--- config.mk ---
export PLATFORM = sky130hd
export DESIGN_NAME = pulse_meter
export DESIGN_NICKNAME = d
export VERILOG_FILES = /design/src/rtl/pulse_meter.sv
export SDC_FILE = /design/constraint.sdc
export NUM_CORES = 1
export LEC_CHECK = 0
export CAP_MARGIN = 20
export CELL_PAD_IN_SITES_DETAIL_PLACEMENT = 0
export CELL_PAD_IN_SITES_GLOBAL_PLACEMENT = 2
export CORE_MARGIN = 8
export CORE_UTILIZATION = 40
export CTS_CLUSTER_DIAMETER = 30
export DETAILED_ROUTE_END_ITERATION = 16
export PLACE_DENSITY_LB_ADDON = 0.1
export SKIP_LAST_GASP = 1
export SLEW_MARGIN = 20
export SYNTH_ARGS = -nofsm -noshare
export SYNTH_HDL_FRONTEND = slang
export SYNTH_SLANG_ARGS = --single-unit
--- constraint.sdc ---
create_clock -name sys_clk_i -period 3.2 [get_ports sys_clk_i]
set_clock_uncertainty 0.15 [all_clocks]
set_input_delay 0.64 -clock sys_clk_i [delete_from_list [all_inputs] [get_ports sys_clk_i]]
set_output_delay 0.64 -clock sys_clk_i [all_outputs]
set_load 0.01 [all_outputs]
--- src/rtl/pulse_meter.sv ---
// Pulse train meter: synchronises an asynchronous pulse input and reports the high and low
// lengths of each complete period in sys_clk cycles, with a one-cycle valid strobe.
module pulse_meter #(
    parameter int unsigned W           = 4,
    parameter int unsigned SYNC_STAGES = 2   // 2 or 3
) (
    input  logic         sys_clk_i,
    input  logic         sys_rst_ni,
    input  logic         pulse_i,
    output logic [W-1:0] m_meas_o,
    output logic [W-1:0] n_meas_o,
    output logic         meas_valid_o,
    output logic         meas_ovf_o,
    output logic         locked_o
);

    typedef enum logic [1:0] {
        StIdle,
        StHigh,
        StLow
    } state_e;

    localparam logic [W-1:0] CntMax = '1;
    localparam logic [W-1:0] CntOne = W'(1);

    state_e                 state_q, state_d;
    logic [SYNC_STAGES-1:0] sync_q, sync_d;
    logic                   pulse_d_q;
    logic [W-1:0]           cnt_q, cnt_d;
    logic [W-1:0]           high_lat_q, high_lat_d;
    logic                   ovf_acc_q, ovf_acc_d;
    logic [W-1:0]           m_meas_q, m_meas_d;
    logic [W-1:0]           n_meas_q, n_meas_d;
    logic                   meas_ovf_q, meas_ovf_d;
    logic                   meas_valid_q, meas_valid_d;
    logic                   locked_q, locked_d;

    logic pulse_s;
    logic rise;
    logic fall;

    assign sync_d  = {sync_q[SYNC_STAGES-2:0], pulse_i};
    assign pulse_s = sync_q[SYNC_STAGES-1];
    assign rise    = pulse_s & ~pulse_d_q;
    assign fall    = ~pulse_s & pulse_d_q;

    always_comb begin
        state_d      = state_q;
        cnt_d        = cnt_q;
        high_lat_d   = high_lat_q;
        ovf_acc_d    = ovf_acc_q;
        m_meas_d     = m_meas_q;
        n_meas_d     = n_meas_q;
        meas_ovf_d   = meas_ovf_q;
        meas_valid_d = 1'b0;
        locked_d     = locked_q;

        // Any edge restarts the level count at 1 so a level of L cycles reads L at its end.
        if (rise || fall) begin
            cnt_d = CntOne;
        end else if (cnt_q == CntMax) begin
            ovf_acc_d = 1'b1;
        end else begin
            cnt_d = cnt_q + CntOne;
        end

        unique case (state_q)
            StIdle: begin
                if (rise) begin
                    ovf_acc_d = 1'b0;
                    state_d   = StHigh;
                end
            end
            StHigh: begin
                if (fall) begin
                    high_lat_d = cnt_q;
                    state_d    = StLow;
                end
            end
            StLow: begin
                if (rise) begin
                    m_meas_d     = high_lat_q;
                    n_meas_d     = cnt_q;
                    meas_ovf_d   = ovf_acc_q;
                    meas_valid_d = 1'b1;
                    locked_d     = 1'b1;
                    ovf_acc_d    = 1'b0;
                    state_d      = StHigh;
                end
            end
            default: state_d = StIdle;
        endcase
    end

    always_ff @(posedge sys_clk_i or negedge sys_rst_ni) begin
        if (!sys_rst_ni) begin
            state_q      <= StIdle;
            sync_q       <= '0;
            pulse_d_q    <= 1'b0;
            cnt_q        <= '0;
            high_lat_q   <= '0;
            ovf_acc_q    <= 1'b0;
            m_meas_q     <= '0;
            n_meas_q     <= '0;
            meas_ovf_q   <= 1'b0;
            meas_valid_q <= 1'b0;
            locked_q     <= 1'b0;
        end else begin
            state_q      <= state_d;
            sync_q       <= sync_d;
            pulse_d_q    <= pulse_s;
            cnt_q        <= cnt_d;
            high_lat_q   <= high_lat_d;
            ovf_acc_q    <= ovf_acc_d;
            m_meas_q     <= m_meas_d;
            n_meas_q     <= n_meas_d;
            meas_ovf_q   <= meas_ovf_d;
            meas_valid_q <= meas_valid_d;
            locked_q     <= locked_d;
        end
    end

    assign m_meas_o     = m_meas_q;
    assign n_meas_o     = n_meas_q;
    assign meas_ovf_o   = meas_ovf_q;
    assign meas_valid_o = meas_valid_q;
    assign locked_o     = locked_q;

endmodule

**Yosys cells after proc, flatten, opt, wreduce, memory -nomap -nowiden**

Cells that the tools add are included.

- Order comparisons: 0
- Shift-type cells: 0
- Equality and inequality tests: 6
- Add/subtract/negate cells: 1
- Reduce and logical (&&, ||, !) cells: 6
- Multiplexer cells: 11
- Multipliers: 0
- Div/mod/pow operators: 0
- Bitwise logic cells: 4

Operators with widths:

| operator | number |
|---|---|
| $mux W4 | 2 |
| $mux W1 | 6 |
| $reduce_and A2 Y1 | 3 |
| $add A4 B1 Y4 const B | 1 |
| $eq A4 B4 Y1 const B | 1 |
| $mux W2 | 2 |
| $ne A2 B2 Y1 const B | 2 |
| $pmux W2 S2 | 1 |
| $and A1 B1 Y1 | 2 |
| $eq A2 B1 Y1 const B | 1 |
| $eq A2 B2 Y1 const B | 1 |
| $logic_not A2 Y1 | 1 |
| $ne A2 B1 Y1 const B | 1 |
| $not A1 Y1 | 2 |
| $reduce_or A2 Y1 | 1 |
| $logic_or A1 B1 Y1 | 1 |

- Register bits after elaboration: 25
- Memories kept: 0
- Bits in writable memories: 0
- Bits in latches: 0
- Logic and storage cells: 39
- ROM bits: 0
- Bits of input ports: 3
- Output and inout port bits: 11

**Depth between registers and ports, before layout**

- Depth after elaboration: 6
- Mapped depth: 5
- Mapped depth without buffers: 4

**Least setup slack after synthesis**

OpenSTA, ideal clock, no wires.

- Kind: register -> register
- Start: register sync_q[1]
- End: register cnt_q[0]
- Setup time: 125 ps
- Path slack: 1719 ps
- Stages on the path, launching flop included: 5
- Arrival: 1206 ps
- Clock period less this slack: 1481 ps
- Path buffers: 0
- Required time: 2925 ps
- Cell sequence: dfrtp_1 -> inv_1 -> ha_1 -> nand4_1 -> mux2_2

- Word-level cells in the longest chain between the ends: 4
- Elaborated cells between the ends (all ways): 6
- Those cells by class: 1 x eq/ne; 1 x mux; 3 x bitwise; 1 x reduce/logical

RTL lines:

| what | RTL line | RTL |
|---|---|---|
| start, declared | 27 | `logic [SYNC_STAGES-1:0] sync_q, sync_d;` |
| start signal, assigned | 110 | `sync_q <= sync_d;` |
| $not A1 Y1 | 45 | `assign fall = ~pulse_s & pulse_d_q;` |
| $and A1 B1 Y1 | 45 |  |
| $logic_or A1 B1 Y1 (*) | 59 | `if (rise \|\| fall) begin` |
| $ne A2 B2 Y1 (no source line) / $mux W4 (equally long branches) | - |  |
| end signal, assigned | 112 | `cnt_q <= cnt_d;` |
| end, declared | 29 | `logic [W-1:0] cnt_q, cnt_d;` |

Every way passes the cells marked *; elsewhere a longest branch is shown, timed or not.
A chain may end at the register's enable or synchronous reset.

**Worst setup path in the final report**

- Start: register m_meas_q[3] (netlist: m_meas_o[3])
- End: output m_meas_o[3]

RTL lines:

| what | RTL line | RTL |
|---|---|---|
| start, declared | 32 | `logic [W-1:0] m_meas_q, m_meas_d;` |
| start signal, assigned | 115 | `m_meas_q <= m_meas_d;` |
| end, declared | 10 | `output logic [W-1:0] m_meas_o,` |

No word-level cell between the ends.

==> flow_metrics.py <==
metrics = {
    "run_status": {
        "status": "complete, no violations",
    },
    "sta": {
        "maxSlewViolCount": 0,
        "fin_setup_tns_ns": 0,
        "worstMarginPinSlew_ns": 0.310,
        "max_freq_mhz": 493,
        "rsz0062_at_grt": "false",
        "setup_viol": 0,
        "slew_headroom_pct": 79.3,
        "post-route-period-util_pct": 63.3,
        "final-hold-violation-count": 0,
        "min_period_ns": 2.03,
    },
    "worst_setup_path": {
        "crit_required_ns": 2.41,
        "endpoint_kind": "output pin",
        "cp_slowest_cell": "clkdlybuf4s50_1",
        "slowest_delay_ns": 0.54,
        "path_cells": "clkdlybuf4s50_1",
        "worst-path-max-fanout": 2,
        "cp_top_family": "buffers and inverters",
        "critPathBufInv": 1,
        "crit_arrival_ns": 1.24,
        "path_class": "reg -> out",
        "setup.worst_path.start_class": "flip-flop",
    },
    "finish": {
        "antenna_cells": 0,
        "multi_input_area_sq_um": 360,
        "syn_to_final_growth_pct": 19.0,
        "layout.nets": 92,
        "drive_above_1_share_pct": 25.9,
        "fillers": 220,
        "regArea_sq_um": 626,
    },
    "logic_synthesis": {
        "synth-seq-area-share_pct": 61.3,
        "synth-seq-cells": 25,
        "ys_warn_count": 0,
        "synth_top_family_by_area": "multiplexers",
        "synth_xor_area_share_pct": 0,
        "syn_avg_cell_area_sq_um": 15.0,
        "muxShareOfSynthArea_pct": 19.4,
        "synth_top_area_share_pct": 61.3,
        "synth-simple-area-share_pct": 8.34,
        "synth_compound_area_share_pct": 3.93,
        "yosys.area.top_type": "dfrtp_1",
        "synth.distinct_cells": 21,
        "syn_area_sq_um": 1020,
        "synth_fa_ha_area_share_pct": 3.68,
        "syn_nets": 74,
        "syn_inst": 68,
        "synth_area_leaders": "dfrtp_1 (61%), mux2_4 (12%), mux2_2 (6.6%)",
    },
    "grt": {
        "grt_max_degree": 26,
        "grt_pass1_wl_um": 2860,
        "grt-ovfl-total": 0,
        "grt.total_usage_pct": 8.34,
        "grt_pass1_vias": 555,
        "antenna_found_initial": 0,
    },
    "clock_tree": {
        "ctsResizeCount": 0,
        "clk_pin_slew_ns": 0.14,
        "postCtsHoldBufs": 0,
        "cts-root-buf": "clkbuf_4",
        "h-tree-depth": 1,
        "numClockSinks": 25,
        "cts_tree": "yes",
        "numCtsBuffers": 3,
        "cts_setup_buffers": 0,
        "worst_skew_pair.late_latency_ns": 0.31,
        "clk_path_buf_depth": 2,
    },
    "floorplan": {
        "start_util_pct": 41.5,
        "core_sq_um": 2450,
        "rows": 18,
        "design.die.area_sq_um": 4420,
        "num_io_pins": 14,
        "fp.dieW_um": 66.5,
        "die-height_um": 66.5,
    },
    "route": {
        "drt_iter0_markers": 18,
        "vias": 548,
        "ant_nets": 0,
        "drc": 0,
        "vias_per_cell": 4.77,
        "wl_um": 1590,
        "first_pass_iters": 2,
        "routedWlPerCell_um": 13.9,
    },
    "pwr": {
        "p_switching_mw": 0.231,
        "cellPowerDensity_nw_per_um2": 701,
        "swShare_pct": 27.2,
        "clockPowerShare_pct": 16.3,
        "pwr-share-seq_pct": 53.6,
        "comb_power_share_pct": 30.1,
        "total_leakage_power_nw": 0.612,
        "p_int_mw": 0.619,
        "totalPowerFinal_mw": 0.851,
        "ir_worst_vdd_v": 0.000375,
    },
    "place": {
        "place.gp.congestion": 0.676,
        "portBuffers": 13,
        "hpwl_um": 1180,
    },
    "flow_run": {
        "drv_cap": 0,
    },
    "min_path": {
        "min_path_type": "reg -> reg",
    },
}
## kinds of logic (layout without fill, tap and decap cells)
kind of cell             Yosys count  in the layout
multiplexers                      15             15
adder cells (fa/ha/maj)            3              3
AND/OR/NAND/NOR                   12             12
flip-flops                        25             25
AO/OA/AOI/OAI                      6              6
buffers and inverters              7             24
## area by class of cell
| type | count | share of cell area [%] |
|---|---|---|
| clock buffers | 3 | 1.86 |
| multi-input cells | 36 | 29.7 |
| clock inverters | 1 | 0.619 |
| inverters | 6 | 1.86 |
| flip-flops and latches | 25 | 51.5 |
| well taps | 30 | 3.09 |
| repair buffers | 14 | 11.3 |
## layer usage
metal	share of wire [%]	wire length [um]	vias to the layer above	track usage, %
met1	49	782	273	11.9
li1	-	-	264	-
met4	1.2	19	0	4.80
met2	44	694	9	11.3
met5	0	0	-	0
met3	6.1	97	2	1.68
## metrics by stage
stage,cells,hold slack [ns],worst slack (ns),utilization [%],cell area [sq um]
after floorplan,68,0.181,1.72,-,1020
after global placement,111,0.184,1.53,48.2,1180
after detailed placement,111,0.189,1.53,48.2,1180
after CTS,115,0.219,1.15,49.4,1210
after global routing,115,0.222,1.10,49.4,1210
final,115,0.215,1.17,49.4,1210
## path summary, 6_finish.rpt
path / from / end / slack (ns) / cells after the start
max: m_meas_o[3] / m_meas_o[3] / 1.17 / 1
min: sync_q[0] / sync_q[1] / 0.21 / 0
max reg2reg: sync_q[1] / cnt_q[0] / 1.57 / 4
min reg2reg: sync_q[0] / sync_q[1] / 0.21 / 0
max in group asynchronous: sys_rst_ni / sync_q[1] / 2.14 / 2
min in group asynchronous: sys_rst_ni / high_lat_q[0] / 0.52 / 2
## Yosys cell counts
master	number
nand2b_1	2
nand2_1	3
a31o_2	1
dfrtp_1	25
inv_1	6
buf_6	1
nand3b_4	1
nor2b_1	1
or2_2	1
mux2i_1	1
mux2_4	8
a21oi_1	1
o311a_1	1
nand3b_1	1
nor3b_1	1
ha_1	3
mux2_2	6
or2b_1	1
nand4_1	1
o21ai_0	2
a31oi_1	1
## flip-flops by register name, summed over array words and instances, names as in the netlist
register      flops
cnt_q             4
high_lat_q        4
m_meas_o          4
n_meas_o          4
state_q           2
sync_q            2
locked_o          1
meas_ovf_o        1
meas_valid_o      1
ovf_acc_q         1
pulse_d_q         1
## cell usage in the layout (no fill, tap or decap)
cell             Yosys  layout
clkbuf_4             0       3
nand2_1              3       3
o311a_1              1       1
a31o_2               1       1
nand3b_4             1       1
or2_2                1       1
clkdlybuf4s50_1      0      13
ha_1                 3       3
nand4_1              1       1
or2b_1               1       1
nor2b_1              1       1
mux2_2               6       6
o21ai_0              2       2
nand2b_1             2       2
a21oi_1              1       1
inv_1                6       6
mux2i_1              1       1
buf_4                0       1
mux2_4               8       8
nand3b_1             1       1
clkinvlp_4           0       1
dfrtp_1             25      25
nor3b_1              1       1
a31oi_1              1       1
## power by group through the flow
stage / registers (mW) / logic [mW] / clock network [mW]
after floorplan: 0.473 / 0.125 / 0
after CTS: 0.458 / 0.262 / 0.148
after global placement: 0.461 / 0.260 / 0
after detailed placement: 0.464 / 0.262 / 0
final: 0.456 / 0.256 / 0.139
after global routing: 0.473 / 0.278 / 0.159
No activity file was read; power rests on OpenSTA's default activity.
